### src/rtl/rob_commit_pkg.sv
// Shared reorder-buffer entry layout, commit FSM states and sizing for the retirement stage.
// Imported by the commit stage and by the ROB owner upstream.
package rob_commit_pkg;

   localparam int ROB_ENTRIES  = 16;
   localparam int NUM_AREGS    = 32;
   localparam int NUM_PREGS    = 64;
   localparam int COMMIT_WIDTH = 2;

   localparam int ROB_IDX_W = $clog2(ROB_ENTRIES);
   localparam int AREG_W    = $clog2(NUM_AREGS);
   localparam int PREG_W    = $clog2(NUM_PREGS);

   typedef logic [ROB_IDX_W-1:0] rob_idx_t;
   typedef logic [ROB_IDX_W:0]   walk_cnt_t;
   typedef logic [AREG_W-1:0]    areg_t;
   typedef logic [PREG_W-1:0]    preg_t;

   typedef struct packed {
      logic  valid;
      logic  busy;
      preg_t preg;
      areg_t areg;
      logic  exception;
      logic  macroop_start;
      logic  macroop_end;
   } reorder_buffer;

   typedef enum logic [1:0] {
      RUN   = 2'd0,
      WALK  = 2'd1,
      FLUSH = 2'd2
   } commit_state_t;

   // Completed and clean: eligible to retire as far as this entry alone is concerned.
   function automatic logic entry_done(input logic valid, input logic busy, input logic exception);
      return valid && !busy && !exception;
   endfunction

endpackage

### src/rtl/rob_commit_select.sv
// Head-window retire decision for the two oldest ROB entries; purely combinational.
// Holds back a macro-op whose second uop is not done by retiring neither uop.
module commit_select
   import rob_commit_pkg::*;
(
   input  reorder_buffer e0,
   input  reorder_buffer e1,
   output logic          retire0,
   output logic          retire1,
   output logic          exc_start
);

   logic e0_done;
   logic e1_done;
   logic e1_closes;
   logic unused_fields;

   assign e0_done = entry_done(e0.valid, e0.busy, e0.exception);
   assign e1_done = entry_done(e1.valid, e1.busy, e1.exception);

   // Nothing beyond E1 fits in this cycle, so E1 may only retire as the last uop of its macro-op.
   assign e1_closes = e1_done && e1.macroop_end;

   assign retire0   = e0_done && (e0.macroop_end || e1_closes);
   assign retire1   = retire0 && e1_closes;
   assign exc_start = e0.valid && !e0.busy && e0.exception;

   assign unused_fields = ^{e0.preg, e0.areg, e0.macroop_start,
                            e1.preg, e1.areg, e1.macroop_start};

endmodule

### src/rtl/rob_commit.sv
// In-order retirement: up to two uops per cycle from the ROB head, committed RAT, preg release, exception walk+flush.
// Decision is combinational on rob[]; head/crat/state update at the edge. commit_busy stalls upstream during WALK/FLUSH.
module rob_commit
   import rob_commit_pkg::*;
(
   input  logic                          clk,
   input  logic                          reset,
   input  reorder_buffer                 rob [ROB_ENTRIES],
   output logic [ROB_ENTRIES-1:0]        rob_retire,
   output logic                          rob_clear_all,
   output rob_idx_t                      rob_head,
   output logic [COMMIT_WIDTH-1:0]       free_valid,
   output logic [COMMIT_WIDTH-1:0][PREG_W-1:0] free_preg,
   output preg_t                         crat [NUM_AREGS],
   output logic                          flush,
   output logic                          exc_valid,
   output rob_idx_t                      exc_index,
   output logic                          commit_busy
);

   commit_state_t state, state_nxt;
   rob_idx_t      head, head_nxt;
   rob_idx_t      head_p1;
   rob_idx_t      walk_ptr, walk_ptr_nxt;
   rob_idx_t      walk_ptr_p1;
   walk_cnt_t     walk_cnt, walk_cnt_nxt;
   rob_idx_t      exc_idx, exc_idx_nxt;
   preg_t         crat_q [NUM_AREGS];

   logic retire0;
   logic retire1;
   logic exc_start;
   logic commit0;
   logic commit1;

   assign head_p1     = head + rob_idx_t'(1);
   assign walk_ptr_p1 = walk_ptr + rob_idx_t'(1);

   commit_select u_select (
      .e0        (rob[head]),
      .e1        (rob[head_p1]),
      .retire0   (retire0),
      .retire1   (retire1),
      .exc_start (exc_start)
   );

   assign commit0 = (state == RUN) && retire0;
   assign commit1 = (state == RUN) && retire1;

   always_comb begin
      state_nxt     = state;
      head_nxt      = head;
      walk_ptr_nxt  = walk_ptr;
      walk_cnt_nxt  = walk_cnt;
      exc_idx_nxt   = exc_idx;
      rob_retire    = '0;
      free_valid    = '0;
      free_preg     = '0;
      flush         = 1'b0;
      exc_valid     = 1'b0;
      rob_clear_all = 1'b0;
      commit_busy   = 1'b0;

      case (state)
         RUN: begin
            if (exc_start) begin
               state_nxt    = WALK;
               exc_idx_nxt  = head;
               walk_ptr_nxt = head;
               walk_cnt_nxt = '0;
            end else begin
               if (retire0) begin
                  rob_retire[head] = 1'b1;
                  free_valid[0]    = 1'b1;
                  free_preg[0]     = crat_q[rob[head].areg];
               end
               if (retire1) begin
                  rob_retire[head_p1] = 1'b1;
                  free_valid[1]       = 1'b1;
                  // Slot 1 overwriting slot 0's areg supersedes the mapping slot 0 just created.
                  free_preg[1] = (rob[head_p1].areg == rob[head].areg) ? rob[head].preg
                                                                       : crat_q[rob[head_p1].areg];
               end
               head_nxt = head + rob_idx_t'(retire0) + rob_idx_t'(retire1);
            end
         end

         WALK: begin
            commit_busy = 1'b1;
            if (rob[walk_ptr].valid) begin
               free_valid[0] = 1'b1;
               free_preg[0]  = rob[walk_ptr].preg;
               walk_ptr_nxt  = walk_ptr_p1;
               walk_cnt_nxt  = walk_cnt + walk_cnt_t'(1);
               // Look ahead so the flush follows the last free directly; the count covers a full ROB.
               if (!rob[walk_ptr_p1].valid || walk_cnt == walk_cnt_t'(ROB_ENTRIES - 1)) begin
                  state_nxt = FLUSH;
               end
            end else begin
               state_nxt = FLUSH;
            end
         end

         FLUSH: begin
            commit_busy   = 1'b1;
            flush         = 1'b1;
            exc_valid     = 1'b1;
            rob_clear_all = 1'b1;
            head_nxt      = '0;
            state_nxt     = RUN;
         end

         default: begin
            state_nxt = RUN;
         end
      endcase
   end

   always_ff @(posedge clk or posedge reset) begin
      if (reset) begin
         state    <= RUN;
         head     <= '0;
         walk_ptr <= '0;
         walk_cnt <= '0;
         exc_idx  <= '0;
      end else begin
         state    <= state_nxt;
         head     <= head_nxt;
         walk_ptr <= walk_ptr_nxt;
         walk_cnt <= walk_cnt_nxt;
         exc_idx  <= exc_idx_nxt;
      end
   end

   // Slot 1 is written last so a shared areg ends up mapped to the younger uop.
   always_ff @(posedge clk or posedge reset) begin
      if (reset) begin
         for (int i = 0; i < NUM_AREGS; i++) begin
            crat_q[i] <= preg_t'(i);
         end
      end else begin
         if (commit0) begin
            crat_q[rob[head].areg] <= rob[head].preg;
         end
         if (commit1) begin
            crat_q[rob[head_p1].areg] <= rob[head_p1].preg;
         end
      end
   end

   assign crat      = crat_q;
   assign rob_head  = head;
   assign exc_index = exc_idx;

endmodule

### config.mk
export PLATFORM = sky130hd
export DESIGN_NAME = rob_commit
export DESIGN_NICKNAME = d
export VERILOG_FILES = /design/src/rtl/rob_commit_pkg.sv /design/src/rtl/rob_commit_select.sv /design/src/rtl/rob_commit.sv
export SDC_FILE = /design/constraint.sdc
export NUM_CORES = 1
export LEC_CHECK = 0
export CAP_MARGIN = 20
export CORE_MARGIN = 3
export CORE_UTILIZATION = 26
export DETAILED_ROUTE_END_ITERATION = 7
export DONT_BUFFER_PORTS = 1
export HOLD_SLACK_MARGIN = 0.06
export PLACE_DENSITY_LB_ADDON = 0.25
export SLEW_MARGIN = 30
export SYNTH_ARGS = -nofsm -noshare
export SYNTH_HDL_FRONTEND = slang
export SYNTH_SLANG_ARGS = --single-unit
### constraint.sdc
create_clock -name clk -period 6.49 [get_ports clk]
set_input_delay 0.9735 -clock clk [delete_from_list [all_inputs] [get_ports clk]]
set_output_delay 0.9735 -clock clk [all_outputs]
set_load 0.01 [all_outputs]
[Yosys cells after proc, flatten, opt, wreduce, memory -nomap -nowiden]
Cells that the tools add are included.
Word-level totals
  output and inout bits: 234
  bits in registers: 211
Cells by class
  $add $sub $neg: 5
  multiplexer cells: 63
  reductions and logical operators: 29
  $lt $le $gt $ge: 12
  equal/unequal tests: 8
  bitwise gates (word level): 7
Operators with widths (number)
  192-bit bitwise mux: 2
  192-bit two-way mux: 2
  16-bit binary-select mux with 4-bit select: 4
  16-bit two-way mux: 14
  6-bit two-way mux: 11
  6-bit binary-select mux with 5-bit select: 2
  6-bit demux with 5-bit select: 2
  5-bit >= comparator (second input constant): 4
  4-bit inverter with 5-bit output: 4
  16-bit OR: 1
  4-bit case mux with 2 select lines: 2
  1-bit logical AND: 14
  6-bit >= comparator (second input constant): 2
  6-bit by 1-bit < comparator with 1-bit output (second input constant): 2
  12-bit two-way mux: 1
  4-bit two-way mux: 3
  5-bit inverter with 6-bit output: 2
  6-bit case mux with 2 select lines: 1
  4-bit by 5-bit < comparator with 1-bit output (second input constant): 2
  5-bit two-way mux: 2
  5-bit case mux with 2 select lines: 1
  4-bit by 1-bit adder with 4-bit output: 2
  4-bit by 1-bit adder with 4-bit output (second input constant): 2
  1-bit demux with 4-bit select: 2
  other kinds (19): 40

[Longest topological paths before layout]
Gate-level depths: netlist (run 1).
  depth in word-level cells: 18
  depth in mapped cells: 20
  gate-level depth less buffers: 15

[Hierarchy]
From an unflattened synthesis (run 1), not the netlist that was laid out.
Unflattened totals
  cells, all modules: 2017
  area, all modules: 19805.2 µm²
By module, submodules not included
  rob_commit: area an instance 19761.5 µm², instances 1, cells an instance 2012, sequential area each 5380.2 µm²
  commit_select: area an instance 43.8 µm², instances 1, cells an instance 5, sequential area each 0.0 µm²

[Worst setup path before layout (run 1)]
OpenSTA, ideal clock, no wires.
  path type: flip-flop to output port
  from: reg head[0], in the netlist rob_head[0]
  to: out free_preg[8] in the netlist's numbering
  data arrival time: 4.442 ns
  stages on the path, launching flop included: 16
  path buffers: 6
  path slack: 1.074 ns
  cell sequence: dfrtp_1 buf_4 buf_8 buf_8 inv_1 ha_1 buf_4 buf_4 mux4_2 mux4_2 buf_2 nand3_1 a21oi_1 or2_2 or4_1 o32ai_1
RTL lines
  start: declaration: RTL line rob_commit.sv:22  | rob_idx_t head, head_nxt;
  start signal: assignment: RTL line rob_commit.sv:128  | head <= head_nxt;
  end: declaration: RTL line rob_commit.sv:13  | output logic [COMMIT_WIDTH-1:0][PREG_W-1:0] free_preg,

==> results of run 1 <==
[cells in the mapped netlist (8+ instances only)]
master    number  area, um2
nand2_1      398       1490
mux2i_1      332       3320
mux4_2       161       3630
a21oi_1      157        786
dfrtp_1      131       3280
nand3_1      108        541
nor2_1       108        405
clkbuf_1      94        353
dfstp_2       80       2100
buf_2         44        220
and3_1        31        194
buf_1         29        109
o22ai_1       29        181
inv_1         26       97.6
nor2_2        26        163
a31oi_1       25        156
nor2b_1       21        131
nand4_1       19        119
nor3_1        17       85.1
o21ai_0       17       85.1
ha_1          14        175
buf_4         12       90.1
a211oi_1      11       82.6
mux2_2         9        101
or4_1          9       67.6
nor4bb_1       8       80.1
or2_2          8       50.1
[cells in the final DEF, fill, tap and decap left out, types with 7 or more instances in the layout]
cell         n
buf_12       7
a211oi_1    11
nand2_1    393
o22ai_1     29
nor2_2      26
a31oi_1     25
clkbuf_16   27
nor3_1      17
dfstp_2     80
dfrtp_1    127
inv_1       25
nand4_1     19
nand3_1    108
nor2b_1     21
nand2b_1     7
or2_2        8
nor4bb_1     8
or4_1        9
nor2_1     108
and3_1      31
mux2i_1    329
buf_4       77
a21oi_1    157
mux2_2       7
ha_1        13
mux4_2     161
o21ai_0     17
[worst max-delay path: stages (launching register included)]
cell and delay, ps:
dfrtp_4 450, inv_1 90, ha_4 590, mux4_2 570, mux4_2 630, nor2b_1 250, nand2_1 440, a21oi_1 130
or4_1 640, or4_1 430, o22ai_1 280, buf_4 190
[kinds of logic (layout without fill, tap and decap cells)]
kind of cell | after synthesis | count (layout) | share of synthesized area (%)
simple gates | 802 | 802 | 19.6
mux | 502 | 502 | 36.9
compound gates | 282 | 282 | 8.67
buf+inv | 214 | 165 | 5.04
flops | 211 | 211 | 28.1
fa+ha+maj | 15 | 15 | 1.02
xor+xnor | 13 | 13 | 0.635
[layer usage]
layer  vias to the layer above  GRT usage, %
met5                         -             0
met4                         0          7.54
li1                       7360             -
met3                       155          8.57
met2                      1045          40.1
met1                      9095          30.1
[cell type report]
cell class,count,area [um2]
Timing Repair Buffer,87,752
Fill cell,7503,50900
Sequential cell,211,5390
Clock buffer,37,773
Multi-Input combinational cell,1614,12900
Inverter,28,109
Tap cell,950,1190
Clock inverter,13,123
[final timing paths]
kind | startpoint | to | slack [ps] | depth (start not counted)
setup / recovery | rob_head[0] | free_preg[9] | 220 | 11
hold / removal | reset | crat[167] | 450 | 2
setup reg to reg | rob_head[1] | crat[16] | 1380 | 11
hold reg to reg | walk_cnt[3] | walk_cnt[3] | 550 | 2
max in group asynchronous | reset | crat[72] | 4860 | 3
min in group clk | walk_cnt[3] | walk_cnt[3] | 550 | 2
[where the power goes]
| part | total (mW) | internal [mW] | switching [mW] | leakage (nW) |
|---|---|---|---|---|
| Sequential | 2.99 | 1.85 | 1.14 | 2.63 |
| Clock | 1.55 | 0.880 | 0.675 | 0.433 |
| Combinational | 4.29 | 1.59 | 2.70 | 4.82 |
| Total | 8.83 | 4.32 | 4.51 | 7.88 |
[registers in the layout, summed over array words and instances, names as in the netlist]
| register | cells |
|---|---|
| crat | 192 |
| walk_cnt | 5 |
| exc_index | 4 |
| rob_head | 4 |
| walk_ptr | 4 |
| state | 2 |
[timing repair]
action,4_1_cts,5_1_grt
hold endpoints to repair,0,0
endpoints found under the setup margin,1,3
resized for setup,1,2
[per-stage QoR]
stage | util (%) | setup slack [ps] | hold WS (ps) | instances
after floorplan | - | 1070 | 498 | 2039
after global placement | 28.1 | 515 | 521 | 2889
after detailed placement | 28.2 | 470 | 535 | 2890
after CTS | 29.4 | 109 | 466 | 2940
after global routing | 29.4 | 82.2 | 512 | 2940
final | 29.4 | 222 | 446 | 2940
==> impl_metrics.json, run 1 <==
{
  "period_needed_ps": 6270,
  "seq_area_frac_synth_pct": 28.1,
  "clock-sinks": 211,
  "required_ps": 5520,
  "cts_setup_buffers": 0,
  "grt_pass1_wl_um": 138000,
  "route.vias.total": 17700,
  "synth_edf_count": 0,
  "cts_made_buffers": 27,
  "postPlaceCellArea_um2": 20300,
  "status": "completed",
  "wl_um": 98100,
  "ant_nets": 0,
  "fin_setup_tns_ps": 0,
  "crit_type": "register to primary output",
  "yosys_warnings": 0,
  "finalHoldViolCount": 0,
  "ctsRootBufferMaster": "clkbuf_16",
  "worst_setup_path_start_kind": "register",
  "diodes": 0,
  "synth_flop_cell": "dfrtp_1",
  "leakage_nw": 7.88,
  "syn_nets": 2312,
  "clock_latency_ps": 610,
  "layout.nets": 2242,
  "dp_hpwl_um": 73200,
  "drive_gt1_share_pct": 22.8,
  "grt_usage_pct": 24.4,
  "timing.slew.headroom_pct": 34.8,
  "critPathArrivalTime_ps": 5290,
  "worst_pin_slew_ps": 974,
  "grt_max_degree": 71,
  "syn_area_per_cell_um2": 9.37,
  "hold_path.class": "input port to asynchronous set/reset pin",
  "htree_levels": 1,
  "fp.dieW_um": 277,
  "cts_tree": "done",
  "row_count": 98,
  "grt_pass1_vias": 17500,
  "antenna_found_initial": 1,
  "syn_area_um2": 19100,
  "place_congestion": 0.935,
  "core-area_um2": 72100,
  "design_area_um2": 21200,
  "synthToLayoutAreaGrowth_pct": 11.0,
  "wl_per_cell_um": 33.4,
  "ys_ff_latch": 211,
  "initial_core_util_pct": 26.5,
  "p_total_mw": 8.83,
  "die_h_um": 277,
  "skew_ps": 39.8,
  "wl_met1_um": 37900,
  "vias_per_cell": 6.01,
  "drt_iter0_drc": 2004,
  "drcViolationCount": 0,
  "slew_viol_final": 0,
  "wl_met2_um": 45900,
  "fmax_ghz": 0.160,
  "maxCapViolCount": 0,
  "first_pass_iters": 7,
  "period_share_pct": 96.6,
  "maxUsedRoutingLayer": "met4",
  "wl_met3_um": 10800,
  "cts_hold_buf": 0,
  "irDropWorstVdd_mv": 0.220,
  "clockBufferDepth": 3,
  "postSynth.asyncResetShare_pct": 100,
  "path_clk_slew_ps": 60,
  "cp_max_fo": 24,
  "rsz0062_at_grt": "no",
  "gr-total-overflow": 0,
  "syn_inst": 2039,
  "finalSetupViolCount": 0,
  "ys_types": 72,
  "dieArea_um2": 76800,
  "pwr_density_cell_nw_per_um2": 416,
  "portBuffers": 0,
  "ios": 492,
  "critPathCaptureType": "primary output"
}
Note: power is estimated with default switching activity, not from simulation.
==> run 2, diff against run 1 <==
--- a/config.mk
+++ b/config.mk
@@ -5,6 +5,7 @@
 export SDC_FILE = /design/constraint.sdc
 export NUM_CORES = 1
 export LEC_CHECK = 0
+export ABC_CLOCK_PERIOD_IN_PS = 6490
 export CAP_MARGIN = 20
 export CORE_MARGIN = 3
 export CORE_UTILIZATION = 26
==> results of run 2 <==
No change in the layout: final DEF, timing and power equal those of run 1.
